===== config.mk =====
export PLATFORM = sky130hd
export DESIGN_NAME = fast_intr_ctrl
export DESIGN_NICKNAME = d
export VERILOG_FILES = /design/src/rtl/fast_intr_ctrl_pkg.sv /design/src/rtl/fast_intr_ctrl_reg_if.sv /design/src/rtl/fast_intr_ctrl.sv
export SDC_FILE = /design/constraint.sdc
export NUM_CORES = 1
export LEC_CHECK = 0
export CAP_MARGIN = 5
export CORE_MARGIN = 1
export CORE_UTILIZATION = 45
export DETAILED_ROUTE_END_ITERATION = 10
export PLACE_DENSITY = 0.77
export REMOVE_ABC_BUFFERS = 1
export SYNTH_ARGS = -nofsm -noshare
export SYNTH_HDL_FRONTEND = slang
export SYNTH_HIERARCHICAL = 1
export SYNTH_SLANG_ARGS = --single-unit

===== constraint.sdc =====
create_clock -name clk_i -period 4.3 [get_ports clk_i]
set_clock_uncertainty 0.05 [all_clocks]
set_input_delay 1.29 -clock clk_i [delete_from_list [all_inputs] [get_ports clk_i]]
set_output_delay 1.29 -clock clk_i [all_outputs]
set_load 0.01 [all_outputs]

===== src/rtl/fast_intr_ctrl_pkg.sv =====
// Shared register map, register-bus types and helpers for the fast interrupt controller.
package fast_intr_ctrl_pkg;

    localparam int unsigned NUM_FAST_IRQ = 16;
    localparam int unsigned REG_AW       = 32;
    localparam int unsigned REG_DW       = 32;
    localparam int unsigned REG_SW       = REG_DW / 8;

    localparam logic [3:0] FAST_INTR_PENDING_OFFSET  = 4'h0;
    localparam logic [3:0] FAST_INTR_ENABLE_OFFSET   = 4'h4;
    localparam logic [3:0] FAST_INTR_MODE_OFFSET     = 4'h8;
    localparam logic [3:0] FAST_INTR_POLARITY_OFFSET = 4'hC;

    typedef logic [NUM_FAST_IRQ-1:0] fast_irq_vec_t;

    typedef struct packed {
        logic              valid;
        logic              write;
        logic [REG_AW-1:0] addr;
        logic [REG_DW-1:0] wdata;
        logic [REG_SW-1:0] wstrb;
    } reg_req_t;

    typedef struct packed {
        logic [REG_DW-1:0] rdata;
        logic              error;
        logic              ready;
    } reg_rsp_t;

    // Bits below num_irq are implemented; the rest read 0 and ignore writes.
    function automatic fast_irq_vec_t irq_mask(input int unsigned num_irq);
        fast_irq_vec_t m;
        for (int unsigned i = 0; i < NUM_FAST_IRQ; i++) begin
            m[i] = (i < num_irq);
        end
        return m;
    endfunction

    function automatic fast_irq_vec_t strb_mask(input logic [1:0] wstrb);
        return {{8{wstrb[1]}}, {8{wstrb[0]}}};
    endfunction

    function automatic fast_irq_vec_t merge_bits(input fast_irq_vec_t old_val,
                                                 input fast_irq_vec_t new_val,
                                                 input fast_irq_vec_t mask);
        return (old_val & ~mask) | (new_val & mask);
    endfunction

    function automatic int unsigned lowest_set_idx(input fast_irq_vec_t v);
        int unsigned idx = 0;
        for (int i = NUM_FAST_IRQ - 1; i >= 0; i--) begin
            if (v[i]) idx = unsigned'(i);
        end
        return idx;
    endfunction

endpackage


===== src/rtl/fast_intr_ctrl_reg_if.sv =====
// Register-bus front end: address decode, byte-lane merge, error response, read mux.
// Holds ENABLE/MODE/POLARITY; PENDING lives in the top and is cleared via o_pending_clr.
module fast_intr_ctrl_reg_if
    import fast_intr_ctrl_pkg::*;
#(
    parameter int unsigned NUM_IRQ = 16
) (
    input  logic          clk_i,
    input  logic          rst_i,
    input  reg_req_t      i_req,
    output reg_rsp_t      o_rsp,
    input  fast_irq_vec_t i_pending,
    output fast_irq_vec_t o_pending_clr,
    output fast_irq_vec_t o_enable,
    output fast_irq_vec_t o_mode,
    output fast_irq_vec_t o_polarity
);

    localparam fast_irq_vec_t ImplMask = irq_mask(NUM_IRQ);

    logic          w_addr_err;
    logic          w_access;
    logic [3:0]    w_offset;
    fast_irq_vec_t w_wmask;
    fast_irq_vec_t w_wdata;
    fast_irq_vec_t w_rdata;
    logic          w_wr_pending;
    logic          w_wr_enable;
    logic          w_wr_mode;
    logic          w_wr_polarity;
    logic          w_unused;

    fast_irq_vec_t r_enable;
    fast_irq_vec_t r_mode;
    fast_irq_vec_t r_polarity;

    assign w_offset   = i_req.addr[3:0];
    // Only the four word offsets at the very bottom of the window decode.
    assign w_addr_err = (i_req.addr[REG_AW-1:4] != '0) || (i_req.addr[1:0] != 2'b00);
    assign w_access   = i_req.valid && !w_addr_err;
    assign w_wmask    = strb_mask(i_req.wstrb[1:0]) & ImplMask;
    assign w_wdata    = i_req.wdata[NUM_FAST_IRQ-1:0];
    assign w_unused   = ^{i_req.wdata[REG_DW-1:NUM_FAST_IRQ], i_req.wstrb[REG_SW-1:2]};

    always_comb begin
        w_wr_pending  = 1'b0;
        w_wr_enable   = 1'b0;
        w_wr_mode     = 1'b0;
        w_wr_polarity = 1'b0;
        if (w_access && i_req.write) begin
            case (w_offset)
                FAST_INTR_PENDING_OFFSET:  w_wr_pending  = 1'b1;
                FAST_INTR_ENABLE_OFFSET:   w_wr_enable   = 1'b1;
                FAST_INTR_MODE_OFFSET:     w_wr_mode     = 1'b1;
                FAST_INTR_POLARITY_OFFSET: w_wr_polarity = 1'b1;
                default: ;
            endcase
        end
    end

    always_comb begin
        w_rdata = '0;
        if (w_access && !i_req.write) begin
            case (w_offset)
                FAST_INTR_PENDING_OFFSET:  w_rdata = i_pending & ImplMask;
                FAST_INTR_ENABLE_OFFSET:   w_rdata = r_enable;
                FAST_INTR_MODE_OFFSET:     w_rdata = r_mode;
                FAST_INTR_POLARITY_OFFSET: w_rdata = r_polarity;
                default: ;
            endcase
        end
    end

    always_ff @(posedge clk_i or posedge rst_i) begin
        if (rst_i) begin
            r_enable   <= '0;
            r_mode     <= '0;
            r_polarity <= '0;
        end else begin
            if (w_wr_enable)   r_enable   <= merge_bits(r_enable, w_wdata, w_wmask);
            if (w_wr_mode)     r_mode     <= merge_bits(r_mode, w_wdata, w_wmask);
            if (w_wr_polarity) r_polarity <= merge_bits(r_polarity, w_wdata, w_wmask);
        end
    end

    assign o_pending_clr = w_wr_pending ? (w_wdata & w_wmask) : '0;
    assign o_enable      = r_enable;
    assign o_mode        = r_mode;
    assign o_polarity    = r_polarity;

    assign o_rsp.rdata = REG_DW'(w_rdata);
    assign o_rsp.error = i_req.valid && w_addr_err;
    assign o_rsp.ready = i_req.valid;

endmodule


===== src/rtl/fast_intr_ctrl.sv =====
// Fast interrupt controller: per-channel polarity, level/edge detect, latched pending, priority ID.
// Define FAST_INTR_CTRL_SYNC_EN to pass intr_i through a 2-flop synchroniser.
module fast_intr_ctrl
    import fast_intr_ctrl_pkg::*;
#(
    parameter int unsigned NUM_IRQ = 16,
    parameter int unsigned ID_W    = 4
) (
    input  logic                    clk_i,
    input  logic                    rst_i,
    input  logic [NUM_IRQ-1:0]      intr_i,
    input  reg_req_t                reg_req_i,
    output reg_rsp_t                reg_rsp_o,
    output logic [NUM_FAST_IRQ-1:0] irq_fast_o,
    output logic                    irq_valid_o,
    output logic [ID_W-1:0]         irq_id_o
);

    localparam fast_irq_vec_t ImplMask = irq_mask(NUM_IRQ);

    logic [NUM_IRQ-1:0] w_src;
    fast_irq_vec_t      w_raw;
    fast_irq_vec_t      w_s;
    fast_irq_vec_t      w_set;
    fast_irq_vec_t      w_pending_clr;
    fast_irq_vec_t      w_enable;
    fast_irq_vec_t      w_mode;
    fast_irq_vec_t      w_polarity;

    fast_irq_vec_t      r_s_q;
    fast_irq_vec_t      r_pending;
    fast_irq_vec_t      r_irq_fast;

`ifdef FAST_INTR_CTRL_SYNC_EN
    logic [NUM_IRQ-1:0] r_sync1;
    logic [NUM_IRQ-1:0] r_sync2;

    always_ff @(posedge clk_i or posedge rst_i) begin
        if (rst_i) begin
            r_sync1 <= '0;
            r_sync2 <= '0;
        end else begin
            r_sync1 <= intr_i;
            r_sync2 <= r_sync1;
        end
    end

    assign w_src = r_sync2;
`else
    assign w_src = intr_i;
`endif

    always_comb begin
        w_raw              = '0;
        w_raw[NUM_IRQ-1:0] = w_src;
    end

    assign w_s   = (w_raw ^ w_polarity) & ImplMask;
    assign w_set = ((w_mode & w_s & ~r_s_q) | (~w_mode & w_s)) & ImplMask;

    fast_intr_ctrl_reg_if #(
        .NUM_IRQ (NUM_IRQ)
    ) u_reg_if (
        .clk_i         (clk_i),
        .rst_i         (rst_i),
        .i_req         (reg_req_i),
        .o_rsp         (reg_rsp_o),
        .i_pending     (r_pending),
        .o_pending_clr (w_pending_clr),
        .o_enable      (w_enable),
        .o_mode        (w_mode),
        .o_polarity    (w_polarity)
    );

    // s_q tracks in every mode so switching a live channel to edge does not fire.
    always_ff @(posedge clk_i or posedge rst_i) begin
        if (rst_i) begin
            r_s_q      <= '0;
            r_pending  <= '0;
            r_irq_fast <= '0;
        end else begin
            r_s_q      <= w_s;
            r_pending  <= w_set | (r_pending & ~w_pending_clr);
            r_irq_fast <= r_pending & w_enable;
        end
    end

    assign irq_fast_o  = r_irq_fast;
    assign irq_valid_o = |r_irq_fast;
    assign irq_id_o    = ID_W'(lowest_set_idx(r_irq_fast));

endmodule


======== Yosys cells after proc, flatten, opt, wreduce, memory -nomap -nowiden ========
Cells that the tools add are included.
word-level totals
  register bits after elaboration ......... 96
  bits of input ports ..................... 88
  output and inout bits ................... 55
cells by class
  equality and inequality tests ........... 3
  muxes and demuxes ....................... 27
  bitwise operators ....................... 19
  reduce and logical (&&, ||, !) cells .... 11
operators by type and width
  operator            number
  $and 16x16->16      9
  $or 16x16->16       5
  $mux 4              16
  $not 16->16         4
  $pmux 16 s4         1
  $mux 16             2
  $reduce_bool 28->1  1
  $reduce_or 16->1    1
  $xor 16x16->16      1
  $eq 4x4->1 const B  2
  $mux 1              8
  $eq 4x3->1 const B  1
  $logic_and 1x1->1   4
  $logic_not 4->1     1
  $logic_not 1->1     2
  $reduce_bool 2->1   1
  $logic_or 1x1->1    1

======== Longest topological paths before layout ========
Gate-level depths: netlist of the first run.
  depth in word-level cells ............... 16
  depth in mapped cells ................... 6
  gate-level depth less buffers ........... 5

======== Modules after synthesis ========
The synthesis of the first run kept the hierarchy.
by module, submodules not included
  module                 times used  cells an instance  area each (µm²)  seq. area each (µm²)
  fast_intr_ctrl_reg_if  1           219                2924.1           1201.2
  fast_intr_ctrl         1           178                1891.8           1201.2

======== Least setup slack after synthesis of the first run ========
No wires, ideal clock.
  kind .................................... in2out
  start ................................... input reg_req_i[46] (netlist bit)
  end ..................................... output reg_rsp_o[10] (netlist bit)
  arrival time ............................ 2.929 ns
  required time ........................... 2.960 ns
  setup slack ............................. 0.031 ns
  cell stages on the path ................. 6
  path through ............................ nor4_2 > nand4_4 > or3_1 > clkbuf_1 > clkbuf_1 > a21oi_1
RTL lines
  item                RTL line              text
  start: declaration  fast_intr_ctrl.sv:12  input reg_req_t reg_req_i,
  end: declaration    fast_intr_ctrl.sv:13  output reg_rsp_t reg_rsp_o,

==> results of run 1 <==
## timing repair
action,CTS,global route
endpoints found under the setup margin,17,17
resized for setup,106,23
pin swaps,10,5
gates cloned,1,0
## final timing paths
check                              start                endpoint  slack, ps
max                        reg_req_i[57]           reg_rsp_o[16]         40
min                            flip-flop      r_s_q[9]$_DFF_PP0_        470
max reg2reg                    flip-flop  r_pending[8]$_DFF_PP0_       3330
min reg2reg                    flip-flop      r_s_q[9]$_DFF_PP0_        470
max in group asynchronous          rst_i  r_pending[9]$_DFF_PP0_       2050
min in group asynchronous          rst_i               async pin       1340
## layout by cell type (no fill, tap or decap), types with 4 or more instances in the layout
master,synthesis,final
dfrtp_1,96,96
clkdlybuf4s50_1,0,64
mux2_4,48,48
nand2_1,38,38
and2_1,33,33
dlygate4sd2_1,0,27
a22oi_1,32,25
buf_4,17,23
inv_1,21,19
o21ai_0,17,17
xor2_1,16,16
buf_2,0,16
conb_1,1,16
nor4_4,11,15
a21oi_2,0,11
clkbuf_8,0,10
nor2_1,8,8
a22oi_2,0,7
a21oi_1,20,5
nand3_1,4,4
a21oi_4,0,4
## area by class of cell
| class | instances | area, um^2 |
|---|---|---|
| multi-input cells | 269 | 2410 |
| inverters | 21 | 78.8 |
| well taps | 136 | 170 |
| repair buffers | 136 | 1240 |
| fillers | 798 | 3870 |
| clock inverters | 6 | 67.6 |
| clock buffers | 10 | 138 |
| flip-flops and latches | 96 | 2400 |
## metal layers
metal,vias to the layer above,wire length (um),share of wire (%)
met4,0,180,1.5
met3,20,726,6.1
met5,-,0,0
met1,1771,5180,44
met2,147,5800,49
li1,1632,-,-
## power by group through the flow
stage	logic (W)	registers (W)	clock network (W)
6_report	0.000148	0.000912	0.000596
3_3_place_gp	0.000147	0.000929	0
3_5_place_dp	0.000150	0.000930	0
4_1_cts	0.000145	0.000912	0.000612
2_1_floorplan	0.0000443	0.000929	0
5_1_grt	0.000161	0.000913	0.000649
## through the flow
step / power, W / cells / worst slack [ps] / util, % / setup TNS, ps
6_report: 0.00166 / 674 / 37.0 / 62.7 / 0
5_1_grt: 0.00172 / 674 / -26.6 / 62.7 / -32.3
4_1_cts: 0.00167 / 674 / 11.1 / 61.6 / 0
3_5_place_dp: 0.00108 / 657 / -648 / 59.7 / -9640
3_3_place_gp: 0.00108 / 657 / -627 / 59.7 / -9410
2_1_floorplan: 0.000973 / 386 / -123 / - / -1970
## cell families (layout without fill, tap and decap cells)
logic type,Yosys count,count (layout),share of synthesized area (%)
xor gates and xnor gates,16,16,2.91
and+or+nand+nor,115,115,17.6
buffers and inverters,47,173,4.99
muxes,48,48,15.0
AOI/OAI and AO/OA,74,74,9.61
DFF,96,96,49.9
other,1,16,0.0779
## worst max-delay path: cells and delay by family
kind | cells | cell delay (ps)
buffers and inverters | 3 | 760
and+or+nand+nor | 3 | 730
AOI/OAI and AO/OA | 1 | 130
==> results_dict.tcl, run 1 <==
set metrics [dict create \
    cts.sinks 96 \
    hold_viol 0 \
    r2r_cells 3 \
    critical_path_class "in -> out" \
    ys_top_cells_by_area "dfrtp_1 50%, mux2_4 15%, a22oi_1 5.0%" \
    grt_max_degree 49 \
    dr.pass1.iters 4 \
    pwr-share-seq_pct 55.1 \
    critPathCaptureType "output pin" \
    critPathRequiredTime_ps 2960 \
    cts_tree "yes" \
    drt-initial-drc-count 181 \
    synth_area_um2 4820 \
    p_leak_nw 3.04 \
    met3_usage_pct 4.70 \
    syn_inst 397 \
    critPathLaunchType "input port" \
    yosysUniqueCellTypes 31 \
    swShare_pct 23.6 \
    holdPathStages 1 \
    place_congestion 0.813 \
    netlist_top_cells_count "96 x dfrtp_1, 48 x mux2_4, 38 x nand2_1" \
    ys_seq_elements 96 \
    busiest_layer "met2" \
    use_met1_pct 30.1 \
    cellPowerDensity_nw_per_um2 255 \
    route.detailed.wl_per_inst_um 17.6 \
    vias 3570 \
    dp_hpwl_mm 8.17 \
    hold_buffers 0 \
    grt_usage_pct 22.4 \
    worst_ep_arrival_time_ps 2920 \
    fin_hold_ws_ps 468 \
    syn2layout_area_growth_pct 35.0 \
    pin_count 143 \
    cts_setup_buffers 0 \
    status "completed" \
    ys.flop_type "dfrtp_1" \
    fin_crit_sh_pct 99.1 \
    die_area_um2 11100 \
    antenna_found_initial 0 \
    vdd_drop_max_uv 166 \
    drc 0 \
    critPathSlowestCell "clkdlybuf4s50_1" \
    design_area_um2 6500 \
    grt_pass1_wl_mm 19.3 \
    cts_buffer_depth 2 \
    syn_area_per_cell_um2 12.1 \
    ys_seq_area_share_pct 49.9 \
    viasPerCell 5.30 \
    synth_most_common_cell "dfrtp_1" \
    layout-drive-gt1-share_pct 28.6 \
    port-buffer-count 108 \
    clockRootBuffer "clkbuf_8" \
    max_stage_delay_ps 440 \
    core_area_um2 10400 \
    antenna_left 0 \
    setup_viol 0 \
    synth_top_cell_by_area "dfrtp_1" \
    antenna_cells 0 \
    fin_nets 621 \
    p_sw_w 0.000390 \
    rsz0062_at_grt "yes" \
    grtUsageMet2_pct 36.5 \
    grt-ovfl-total 0 \
    synth_top_area_share_pct 49.9 \
    max_freq_mhz 235 \
    clk_pin_slew_ps 90 \
    internal_power_w 0.00127 \
    clock_latency_ps 360 \
    drv_cap 0 \
    route.final.wire_length_mm 11.9 \
    cp_max_fo 8 \
    synth_edf_count 0 \
    worst_pin_slew_ps 1050 \
    placed_area_um2 6200 \
    rows 37 \
    path_cells "clkdlybuf4s50_1, nor4_4, nand4_4, or3_4, buf_12, a21oi_2, buf_2" \
    grt_pass1_vias 3774 \
    numCtsBuffers 9 \
    initial_core_util_pct 46.4 \
    die_w_um 105 \
    pwr-share-clk_pct 36.0 \
    min_period_ps 4260 \
    die_h_um 105 \
    ys_async_sr_fraction_pct 100 \
    p_comb_share_pct 8.9 \
    slew_headroom_pct 29.7 \
    htree_levels 3 \
    slew_viol_final 0 \
    hp-class "reg -> reg" \
    ys_warn_count 6 \
]
(Power assumes the default switching activity.)
==> run 2: changes to the inputs <==
Settings changed: CTS_CLUSTER_DIAMETER from default to 60, SKIP_LAST_GASP from default to 1.
==> results of run 2 <==
The final DEF is identical to that of run 1; final timing and power are the same.
